<file path="src/rtl/pipeline_ctrl_pkg.sv">
// Shared pipeline definitions: controller state encoding, register index width and
// the default mul/div completion timeout.
package pipeline_ctrl_pkg;

    localparam int unsigned RegIdxW          = 5;
    localparam int unsigned MdTimeoutDefault = 64;

    typedef enum logic [0:0] {
        StRun    = 1'b0,
        StMdWait = 1'b1
    } state_e;

endpackage

</file>
<file path="src/rtl/pipeline_ctrl_load_use_detect.sv">
// Combinational load-use hazard detector: a load in Execute writes a register that the
// instruction in Decode reads. Register 0 is hard-wired and never creates a hazard.
module load_use_detect
    import pipeline_ctrl_pkg::*;
(
    input  logic [RegIdxW-1:0] rs1,
    input  logic [RegIdxW-1:0] rs2,
    input  logic [RegIdxW-1:0] rd,
    input  logic               mem_read,
    output logic               hit
);

    assign hit = mem_read & (rd != '0) & ((rd == rs1) | (rd == rs2));

endmodule

</file>
<file path="src/rtl/pipeline_ctrl.sv">
// Pipeline hazard controller: branch flushes, load-use stalls and a two-state FSM that
// holds the pipe around a multi-cycle mul/div op with a completion timeout.
module pipeline_ctrl
    import pipeline_ctrl_pkg::*;
#(
    parameter int unsigned MD_TIMEOUT = MdTimeoutDefault,
    parameter int unsigned CNT_W      = 16
) (
    input  logic               clk,
    input  logic               rst_n,
    input  logic [RegIdxW-1:0] RegSource1D,
    input  logic [RegIdxW-1:0] RegSource2D,
    input  logic [RegIdxW-1:0] RegDestinE,
    input  logic               MemReadE,
    input  logic               PCSrcE,
    input  logic               MdOpE,
    input  logic               MdDone,
    output logic               StallF,
    output logic               StallD,
    output logic               StallE,
    output logic               FlushD,
    output logic               FlushE,
    output logic               FlushM,
    output logic               MdStart,
    output logic               MdError,
    output logic [CNT_W-1:0]   StallCount
);

    localparam int unsigned    TmoW   = (MD_TIMEOUT > 2) ? $clog2(MD_TIMEOUT) : 1;
    localparam logic [TmoW-1:0] TmoMax = TmoW'(MD_TIMEOUT - 1);

    state_e           state_q, state_d;
    logic [TmoW-1:0]  tmo_q, tmo_d;
    logic             err_q, err_d;
    logic [CNT_W-1:0] cnt_q, cnt_d;
    logic             lu_hit;
    logic             tmo_hit;

    load_use_detect u_load_use_detect (
        .rs1      (RegSource1D),
        .rs2      (RegSource2D),
        .rd       (RegDestinE),
        .mem_read (MemReadE),
        .hit      (lu_hit)
    );

    // A done pulse on the last allowed cycle counts as a normal completion.
    assign tmo_hit = (state_q == StMdWait) & ~MdDone & (tmo_q == TmoMax);

    always_ff @(posedge clk or negedge rst_n) begin
        if (!rst_n) begin
            state_q <= StRun;
        end else begin
            state_q <= state_d;
        end
    end

    always_comb begin
        state_d = state_q;
        unique case (state_q)
            StRun: begin
                if (!PCSrcE && !lu_hit && MdOpE) begin
                    state_d = StMdWait;
                end
            end
            StMdWait: begin
                if (MdDone || tmo_hit) begin
                    state_d = StRun;
                end
            end
            default: state_d = StRun;
        endcase
    end

    always_comb begin
        StallF  = 1'b0;
        StallD  = 1'b0;
        StallE  = 1'b0;
        FlushD  = 1'b0;
        FlushE  = 1'b0;
        FlushM  = 1'b0;
        MdStart = 1'b0;
        unique case (state_q)
            StRun: begin
                if (PCSrcE) begin
                    FlushD = 1'b1;
                    FlushE = 1'b1;
                end else if (lu_hit) begin
                    StallF = 1'b1;
                    StallD = 1'b1;
                    FlushE = 1'b1;
                end else if (MdOpE) begin
                    MdStart = 1'b1;
                    StallF  = 1'b1;
                    StallD  = 1'b1;
                    StallE  = 1'b1;
                    FlushM  = 1'b1;
                end
            end
            StMdWait: begin
                if (!MdDone && !tmo_hit) begin
                    StallF = 1'b1;
                    StallD = 1'b1;
                    StallE = 1'b1;
                    FlushM = 1'b1;
                end
            end
            default: ;
        endcase
    end

    // Counter idles at zero in RUN, so every entry to MD_WAIT starts from zero.
    always_comb begin
        tmo_d = '0;
        if (state_q == StMdWait && !MdDone && !tmo_hit) begin
            tmo_d = tmo_q + 1'b1;
        end
    end

    assign err_d = err_q | tmo_hit;
    assign cnt_d = (StallF && (cnt_q != '1)) ? cnt_q + 1'b1 : cnt_q;

    always_ff @(posedge clk or negedge rst_n) begin
        if (!rst_n) begin
            tmo_q <= '0;
            err_q <= 1'b0;
            cnt_q <= '0;
        end else begin
            tmo_q <= tmo_d;
            err_q <= err_d;
            cnt_q <= cnt_d;
        end
    end

    assign MdError    = err_q;
    assign StallCount = cnt_q;

endmodule
</file>
<file path="config.mk">
export PLATFORM = sky130hd
export DESIGN_NAME = pipeline_ctrl
export DESIGN_NICKNAME = d
export VERILOG_FILES = /design/src/rtl/pipeline_ctrl_pkg.sv /design/src/rtl/pipeline_ctrl_load_use_detect.sv /design/src/rtl/pipeline_ctrl.sv
export SDC_FILE = /design/constraint.sdc
export NUM_CORES = 1
export LEC_CHECK = 0
export CORE_ASPECT_RATIO = 1.2
export CORE_MARGIN = 5
export CORE_UTILIZATION = 45
export CTS_CLUSTER_DIAMETER = 120
export DETAILED_ROUTE_END_ITERATION = 10
export GPL_TIMING_DRIVEN = 0
export PLACE_DENSITY = 0.79
export SKIP_LAST_GASP = 1
export SYNTH_ARGS = -nofsm -noshare
export SYNTH_HDL_FRONTEND = slang
export SYNTH_SLANG_ARGS = --single-unit
</file>
<file path="constraint.sdc">
create_clock -name clk -period 4 [get_ports clk]
set_input_delay 1.2 -clock clk [delete_from_list [all_inputs] [get_ports clk]]
set_output_delay 1.2 -clock clk [all_outputs]
set_load 0.005 [all_outputs]
</file>
After elaboration in Yosys (flattened, before gate mapping)
Cells that the tools add are included.
{"block": "word_totals", "regBits": 24, "latchBits": 0, "mem_bits_rw": 0, "romBits": 0, "inputBits": 21, "out_inout_bits": 24, "word_cells": 48, "n_memories": 0}
{"block": "op_classes", "n_addsub": 2, "mul": 0, "div": 0, "n_lt_le_gt_ge": 0, "n_eq_ne": 4, "n_shift": 0, "n_mux": 18, "bitwise_logic": 8, "reduce_logical": 12}
{"op": "adder 16 x 1 -> 16 bit (second input constant)", "count": 1}
{"op": "!= test 16 bit (second input constant)", "count": 1}
{"op": "2-to-1 mux 1 bit", "count": 14}
{"op": "equality test 5 bit", "count": 2}
{"op": "adder 6 x 1 -> 6 bit (second input constant)", "count": 1}
{"op": "equality test 6 bit (second input constant)", "count": 1}
{"op": "logical AND 1 bit", "count": 6}
{"op": "2-to-1 mux 6 bit", "count": 1}
{"op": "case mux 1 bit (2 select lines)", "count": 3}
{"op": "nonzero test 5 bit", "count": 1}
{"op": "AND 1 bit", "count": 4}
{"op": "logical NOT 1 bit", "count": 4}
{"op": "NOT 1 bit", "count": 2}
{"op": "OR 1 bit", "count": 2}
{"op": "logical OR 1 bit", "count": 1}

Longest topological paths before layout
Gate-level depths: netlist of run 1.
{"block": "depth", "word_depth": 8, "depth_mapped": 11, "depth_no_buf": 8}

Hierarchy
A second synthesis of run 1 with hierarchy kept.
{"block": "hier_totals", "hier_cells": 125, "area_unflattened_um2": 1343.8}
{"mod": "pipeline_ctrl", "instances": 1, "cells_each": 108, "area_each_um2": 1218.7, "seq_area_each_um2": 600.6}
{"mod": "load_use_detect", "instances": 1, "cells_each": 17, "area_each_um2": 125.1, "seq_area_each_um2": 0.0}

Worst setup path before layout of run 1
Ideal clock, no wire load.
{"block": "synth_path", "path_kind": "input-to-output", "startpoint": "in RegDestinE[0]", "endpoint": "out StallE", "arrival_ns": 2.483, "required_time_ns": 2.800, "slack_ns": 0.317, "stages": 6, "path_buffers": 1, "path_cell_list": "or4_1 -> o21ai_0 -> or2_2 -> inv_1 -> o21ai_0 -> buf_4"}
{"block": "synth_via", "elab_chain_cells": 6, "word_cells_on_any_way": 9, "cone_classes": "2 x eq/ne; 3 x mux; 3 x bitwise; 1 x reduce/logical"}
{"item": "start: declaration", "line": "pipeline_ctrl.sv:13", "source": "input logic [RegIdxW-1:0] RegDestinE,"}
{"item": "equality test 5 bit / nonzero test 5 bit (equally long branches)", "line": "pipeline_ctrl_load_use_detect.sv:13", "source": "assign hit = mem_read & (rd != '0) & ((rd == rs1) | (rd == rs2));"}
{"item": "OR 1 bit / AND 1 bit (equally long branches)", "line": "pipeline_ctrl_load_use_detect.sv:13"}
{"item": "AND 1 bit *", "line": "pipeline_ctrl_load_use_detect.sv:13"}
{"item": "2-to-1 mux 1 bit * (2 in series)"}
{"item": "case mux 1 bit (2 select lines) *"}
{"item": "end: declaration", "line": "pipeline_ctrl.sv:20", "source": "output logic StallE,"}
Mark *: on every way between the ends. The rest lies on a longest branch, timed or not.

Worst setup path after layout of run 1
{"block": "layout_path", "startpoint": "in RegDestinE[3]", "endpoint": "out StallE"}
{"block": "layout_via", "elab_chain_cells": 6, "word_cells_on_any_way": 9, "cone_classes": "2 x eq/ne; 3 x mux; 3 x bitwise; 1 x reduce/logical"}
{"item": "equality test 5 bit / nonzero test 5 bit (equally long branches)", "line": "pipeline_ctrl_load_use_detect.sv:13"}
{"item": "OR 1 bit / AND 1 bit (equally long branches)", "line": "pipeline_ctrl_load_use_detect.sv:13"}
{"item": "AND 1 bit *", "line": "pipeline_ctrl_load_use_detect.sv:13"}
{"item": "2-to-1 mux 1 bit *", "line": "pipeline_ctrl.sv:88", "source": "end else if (lu_hit) begin"}
{"item": "2-to-1 mux 1 bit *", "line": "pipeline_ctrl.sv:85", "source": "if (PCSrcE) begin"}
{"item": "case mux 1 bit (2 select lines) *", "line": "pipeline_ctrl.sv:83", "source": "unique case (state_q)"}
Marked as above.

==> implementation parameters, run 1 <==
Parameter                              Value

Timing
  Layout Skew ... 0.002770 ns
  Achievable Freq ... 0.2526 GHz
  Total negative setup slack ... 0 ns
  Hold Violations, Final ... 0
  Pins over their slew limit ... 0
  Period minus WS final ... 3.958 ns
  Slew Limit Headroom ... 29.53%
  Final setup violating endpoints ... 0
  Setup repair after global routing missed its margin ... false
  Share of the clock period used by the worst path ... 98.96%
  Worst Max-Slew Pin Slew ... 1.054 ns

Logic synthesis
  Yosys top cell area share ... 45.85%
  Number of different library cells in the post-synthesis netlist ... 34
  Area leader, netlist ... sky130_fd_sc_hd__dfrtp_1
  Gate count after technology mapping ... 128
  Top cells by area, synth ... sky130_fd_sc_hd__dfrtp_1, sky130_fd_sc_hd__xnor2_1, sky130_fd_sc_hd__xor2_1, sky130_fd_sc_hd__nor2_1, sky130_fd_sc_hd__nand4_1
  Syn nets ... 151
  Most frequently used cell type in the post-synthesis netlist ... sky130_fd_sc_hd__dfrtp_1
  Sequential-to-total area share from yosys stat ... 45.85%
  Proportion of register bits with asynchronous set or reset after synthesis ... 100.0%
  Avg Cell Area, Syn ... 10.23 µm²
  Post-synthesis sequential element count ... 24
  Post-Synthesis Cell Area ... 1310 µm²
  Post-synth EDFFs ... 0
  YS warnings ... 0
  Most frequent cells after synthesis ... sky130_fd_sc_hd__dfrtp_1, sky130_fd_sc_hd__xnor2_1, sky130_fd_sc_hd__nor2_1
  Most common flop cell mapped by yosys ... sky130_fd_sc_hd__dfrtp_1

Placed design
  Cell total after placement ... 206
  Quantity of I/O buffers inserted on ports ... 44
  Final weighted congestion in routability-driven placement ... 0.7637
  HPWL Detailed ... 2453 µm

Critical path
  Startpoint Class ... input port
  Endpoint required time on the critical path ... 2.80 ns
  Endpoint arrival time on the critical path ... 2.76 ns
  Crit path max fanout ... 4
  Crit. End Element ... output pin
  Kind of critical path ... input port to output pin

Routing
  Routed WL per cell ... 16.82 µm
  Length of the first detailed-routing pass in iterations ... 4
  Drt via density ... 5.410
  Count of nets left with antenna violations after detail routing ... 0
  DRT Wirelength ... 3734 µm
  Via Count ... 1,201
  Final routed DRC violation total ... 0
  Initial DRC count ... 34

GRT
  Wire length of the first global-routing pass ... 5934 µm
  Number of antenna violations at the first check in global routing ... 0
  GRT overflow ... 0
  Vias in the first global route ... 1,289
  Overall global routing resource usage ... 18.15%
  Pin count of the biggest net entering global routing ... 25

Die
  Die outline height ... 69.11 µm
  Placement Rows ... 21
  I/O pin count ... 45
  Die outline area ... 4095 µm²
  Starting Density ... 47.04%
  Die width ... 59.26 µm
  Floorplan Core Area ... 2785 µm²

Finish
  Final nets ... 212
  Fraction of layout instances using a drive strength above 1 ... 25.00%
  Finished Layout Cells ... 222
  Combined area of the multi-input logic cells ... 706.9 µm²
  Area taken by flip-flops and latches ... 600.6 µm²
  Antenna diodes ... 0
  Post-route core utilization ... 71.34%
  Layout fillers ... 219
  Synthesis-to-layout area growth ... 51.67%

Power
  Leakage component of the power ... 0.0009709 µW
  Peak VDD IR ... 0.0003376 V
  P per Cell Area ... 341.4 nW/µm²

CTS
  Clock root buffer ... sky130_fd_sc_hd__clkbuf_4
  Clock tree sinks ... 24
  CTS H-Tree Depth ... 1
  Reg clk slew, reported paths ... 0.13 ns
  Maximum buffer depth of the clock tree ... 2
  Skew-Pair Late Insertion Delay ... 0.32 ns
  CTS tree ... built
  CTS Buf Count ... 3

Run
  Max-cap violation count ... 0

Status
  Result of the run ... finished clean

Min path
  Path category of the worst min-delay check ... flip-flop to flip-flop
power breakdown:
group	leakage (µW)	internal [µW]	switching, µW
Combinational	0.000632	139	82.6
Clock	0.0000210	55.7	74.2
Sequential	0.000318	276	50.9
Total	0.000971	471	208
logic make-up after synthesis:
logic type	share of synthesized area [%]
simple gates	23.21
xor+xnor	18.72
buf+inv	4.583
compound gates	4.108
flops	45.85
mux	1.624
fa+ha+maj	1.910
registers in the layout (all words and copies together) (netlist names):
name and count:
MdError 1, StallCount 16, state_q 1, tmo_q 6
through the flow:
| stage | setup slack (ns) | power, µW | hold slack, ns | instance area (µm²) |
|---|---|---|---|---|
| after floorplan | 0.3171 | 404.9 | 0.4329 | 1310 |
| after global placement | -0.7160 | 526.7 | 0.4446 | 1793 |
| after detailed placement | -0.7750 | 533.9 | 0.4572 | 1793 |
| after CTS | -0.2361 | 672.4 | 0.4747 | 1953 |
| after global routing | 0.004824 | 715.3 | 0.5067 | 1987 |
| final | 0.04167 | 678.3 | 0.4710 | 1987 |
cell type report:
class	instances	area share (%)
flip-flops and latches	24	30.23
well taps	34	2.141
repair buffers	58	27.77
inverters	4	0.7557
clock buffers	4	1.826
multi-input cells	95	35.58
plain buffers	3	1.700
worst max-delay path, cell delays in order:
cell and delay (ns):
sky130_fd_sc_hd__clkdlybuf4s15_2 0.22, sky130_fd_sc_hd__or4_4 0.53, sky130_fd_sc_hd__o21ai_4 0.15, sky130_fd_sc_hd__or2_4 0.14, sky130_fd_sc_hd__inv_2 0.05, sky130_fd_sc_hd__o21ai_2 0.13, sky130_fd_sc_hd__buf_4 0.12, sky130_fd_sc_hd__dlygate4sd2_1 0.22
layout by cell type, fill, tap and decap left out, drive strengths merged, types with 4 or more instances in the layout:
cell	instances
nand3	5
dlymetal6s2s	9
xnor2	16
o21ai	4
nand2	8
buf	18
dfrtp	24
nor2	13
nand4	7
xor2	12
dlygate4sd2	4
inv	4
clkdlybuf4s50	23
and3	9
clkbuf	9
metal layers:
metal | global-route usage, % | part of all wire (%) | up-vias
met5 | 0 | 0 | -
met4 | 8.060 | 3.9 | 0
met1 | 21.88 | 38 | 574
met2 | 30.13 | 52 | 58
li1 | - | - | 554
met3 | 3.731 | 5.9 | 15
path summary, 6_finish.rpt:
check                                           from                    endpoint  slack (ns)  depth (start not counted)
max                                    RegDestinE[3]                      StallE        0.04                          8
min                               tmo_q[0]$_DFF_PN0_          tmo_q[0]$_DFF_PN0_        0.47                          1
max reg2reg                StallCount[0]$_DFFE_PN0P_  StallCount[13]$_DFFE_PN0P_        1.67                         10
min reg2reg                       tmo_q[0]$_DFF_PN0_          tmo_q[0]$_DFF_PN0_        0.47                          1
max in group asynchronous                      rst_n   StallCount[6]$_DFFE_PN0P_        1.94                          1
min in group asynchronous                      rst_n           MdError$_DFF_PN0_        1.44                          1
repair_timing:
action,CTS,global route
hold buffers,0,0
buffers inserted,16,0
pin swaps,7,12
setup endpoints to repair,6,21
cloned,0,1
gates resized for setup,30,24
(Power assumes the default switching activity.)
==> inputs of run 2 (changes only) <==
--- a/config.mk
+++ b/config.mk
@@ -7,11 +7,12 @@
 export LEC_CHECK = 0
 export CORE_ASPECT_RATIO = 1.2
 export CORE_MARGIN = 5
-export CORE_UTILIZATION = 45
+export CORE_UTILIZATION = 52
 export CTS_CLUSTER_DIAMETER = 120
 export DETAILED_ROUTE_END_ITERATION = 10
+export DONT_BUFFER_PORTS = 1
 export GPL_TIMING_DRIVEN = 0
-export PLACE_DENSITY = 0.79
+export PLACE_DENSITY = 0.67
 export SKIP_LAST_GASP = 1
 export SYNTH_ARGS = -nofsm -noshare
 export SYNTH_HDL_FRONTEND = slang
==> implementation parameters, run 2 (synthesis gave the netlist of run 1 again) <==
Parameter                              Value

Routing
  Final routed DRC violation total ... 0
  DRT Wirelength ... 2422 µm
  Routed WL per cell ... 14.68 µm
  Length of the first detailed-routing pass in iterations ... 4
  Count of nets left with antenna violations after detail routing ... 0
  Initial DRC count ... 26
  Via Count ... 903
  Drt via density ... 5.473

Finish
  Layout fillers ... 226
  Flip-flop count of the largest register, all copies and words added ... 16
  Finished Layout Cells ... 165
  Leading cell type in the layout, fill and taps excluded ... sky130_fd_sc_hd__dfrtp_1
  Synthesis-to-layout area growth ... 7.164%
  Fraction of layout instances using a drive strength above 1 ... 12.88%
  Top library cells by usage in the layout, fill and taps aside ... sky130_fd_sc_hd__dfrtp_1, sky130_fd_sc_hd__xnor2_1, sky130_fd_sc_hd__nor2_1, sky130_fd_sc_hd__xor2_1, sky130_fd_sc_hd__nand2_1
  Final nets ... 156
  Antenna diodes ... 0

CTS
  Clock tree sinks ... 24
  Hold-fix buffers at CTS ... 0
  Reg clk slew, reported paths ... 0.13 ns
  Clock root buffer ... sky130_fd_sc_hd__clkbuf_4
  CTS tree ... built
  CTS H-Tree Depth ... 1
  CTS Buf Count ... 3
  Skew-Pair Late Insertion Delay ... 0.32 ns
  Maximum buffer depth of the clock tree ... 2

Timing
  Layout Skew ... 0.002969 ns
  Hold Violations, Final ... 0
  Period minus WS final ... 3.794 ns
  Final setup violating endpoints ... 0
  Slew Limit Headroom ... 73.77%
  Worst Max-Slew Pin Slew ... 0.3921 ns
  Total negative setup slack ... 0 ns
  Pins over their slew limit ... 0
  Share of the clock period used by the worst path ... 94.84%
  Setup repair after global routing missed its margin ... false
  Achievable Freq ... 0.2636 GHz
  Worst hold margin ... 0.4736 ns

Die
  Die width ... 55.82 µm
  Floorplan Core Area ... 2477 µm²
  I/O pin count ... 45
  Die outline area ... 3627 µm²
  Starting Density ... 52.88%
  Die outline height ... 64.98 µm
  Placement Rows ... 20

Power
  P per Cell Area ... 426.4 nW/µm²
  Leakage component of the power ... 0.0006424 µW
  Pwr Total ... 598.6 µW
  Peak VDD IR ... 0.0003716 V

Critical path
  Slowest-stage cell, CP ... sky130_fd_sc_hd__or4_1
  Crit. End Element ... output pin
  Ordered list of cells on the worst path ... or4_1, o21ai_1, or2_2, inv_1, o21ai_0, buf_4
  Endpoint required time on the critical path ... 2.80 ns
  Number of cells traversed by the worst register-to-register path ... 10
  Endpoint arrival time on the critical path ... 2.59 ns
  Startpoint Class ... input port
  Reg2reg setup slack ... 1.75 ns
  Crit path max fanout ... 4
  Kind of critical path ... input port to output pin
  Largest stage delay, worst path ... 0.50 ns
  Start point of the critical path ... RegDestinE[0]
  Reg-to-Reg End ... StallCount[15]$_DFFE_PN0P_
  Launch instance of the worst register-to-register path ... StallCount[0]$_DFFE_PN0P_

Placed design
  Final weighted congestion in routability-driven placement ... 0.8070
  Quantity of I/O buffers inserted on ports ... 0
  Cell total after placement ... 161
  HPWL Detailed ... 1896 µm

Min path
  Origin of the worst min-delay path ... tmo_q[0]$_DFF_PN0_
  Path category of the worst min-delay check ... flip-flop to flip-flop
  Worst Hold Path Cells ... 1
  Worst hold endpoint ... tmo_q[0]$_DFF_PN0_

Status
  Result of the run ... finished clean

GRT
  Number of antenna violations at the first check in global routing ... 0
  GRT overflow ... 0
  Vias in the first global route ... 941
  Pin count of the biggest net entering global routing ... 25
  Overall global routing resource usage ... 14.83%
  Wire length of the first global-routing pass ... 4222 µm

Run
  Max-cap violation count ... 0
run 2: what timing repair did:
action,4_1_cts,5_1_grt
gates resized for setup,0,1
buffers inserted,0,0
setup endpoints to repair,0,1
run 2: layer usage:
layer  wire (µm)  track usage (%)  vias up
li1            -                -      440
met1         887            14.20      431
met2        1295            28.40       27
met3         189            4.582        5
met4          49            7.122        0
met5           0                0        -
run 2: through the flow:
stage	setup WS [ns]	utilization, %	area, µm²
global placement	0.1654	54.55	1351
CTS	0.1297	56.67	1404
floorplan	0.3171	-	1310
finish	0.2064	56.67	1404
global route	0.06961	56.67	1404
detailed placement	0.1285	54.55	1351
run 2: how the worst max path moves through the flow:
stage / to / slack (ns) / cells after the start
finish: StallE / 0.21 / 6
floorplan: StallE / 0.32 / 6
global route: StallF / 0.07 / 7
CTS: StallE / 0.13 / 6
global placement: StallE / 0.17 / 6
detailed placement: StallE / 0.13 / 6
run 2: critical path: cells and delay by family:
kind,cells,cell delay [ns]
buf+inv,2,0.24
compound gates,2,0.48
simple gates,2,0.66
run 2: final cells by class:
| type | count | area, µm² | share of cell area (%) |
|---|---|---|---|
| plain buffers | 5 | 45.04 | 3.209 |
| clock buffers | 3 | 22.52 | 1.604 |
| clock inverters | 1 | 30.03 | 2.139 |
| inverters | 4 | 15.01 | 1.070 |
| multi-input cells | 95 | 649.4 | 46.26 |
| flip-flops and latches | 24 | 600.6 | 42.78 |
| well taps | 33 | 41.29 | 2.941 |
run 2: report_power, final:
part	internal [µW]	switching, µW	total [µW]
Clock	101	73.9	175
Sequential	276	53.9	330
Combinational	52.2	41.6	93.8
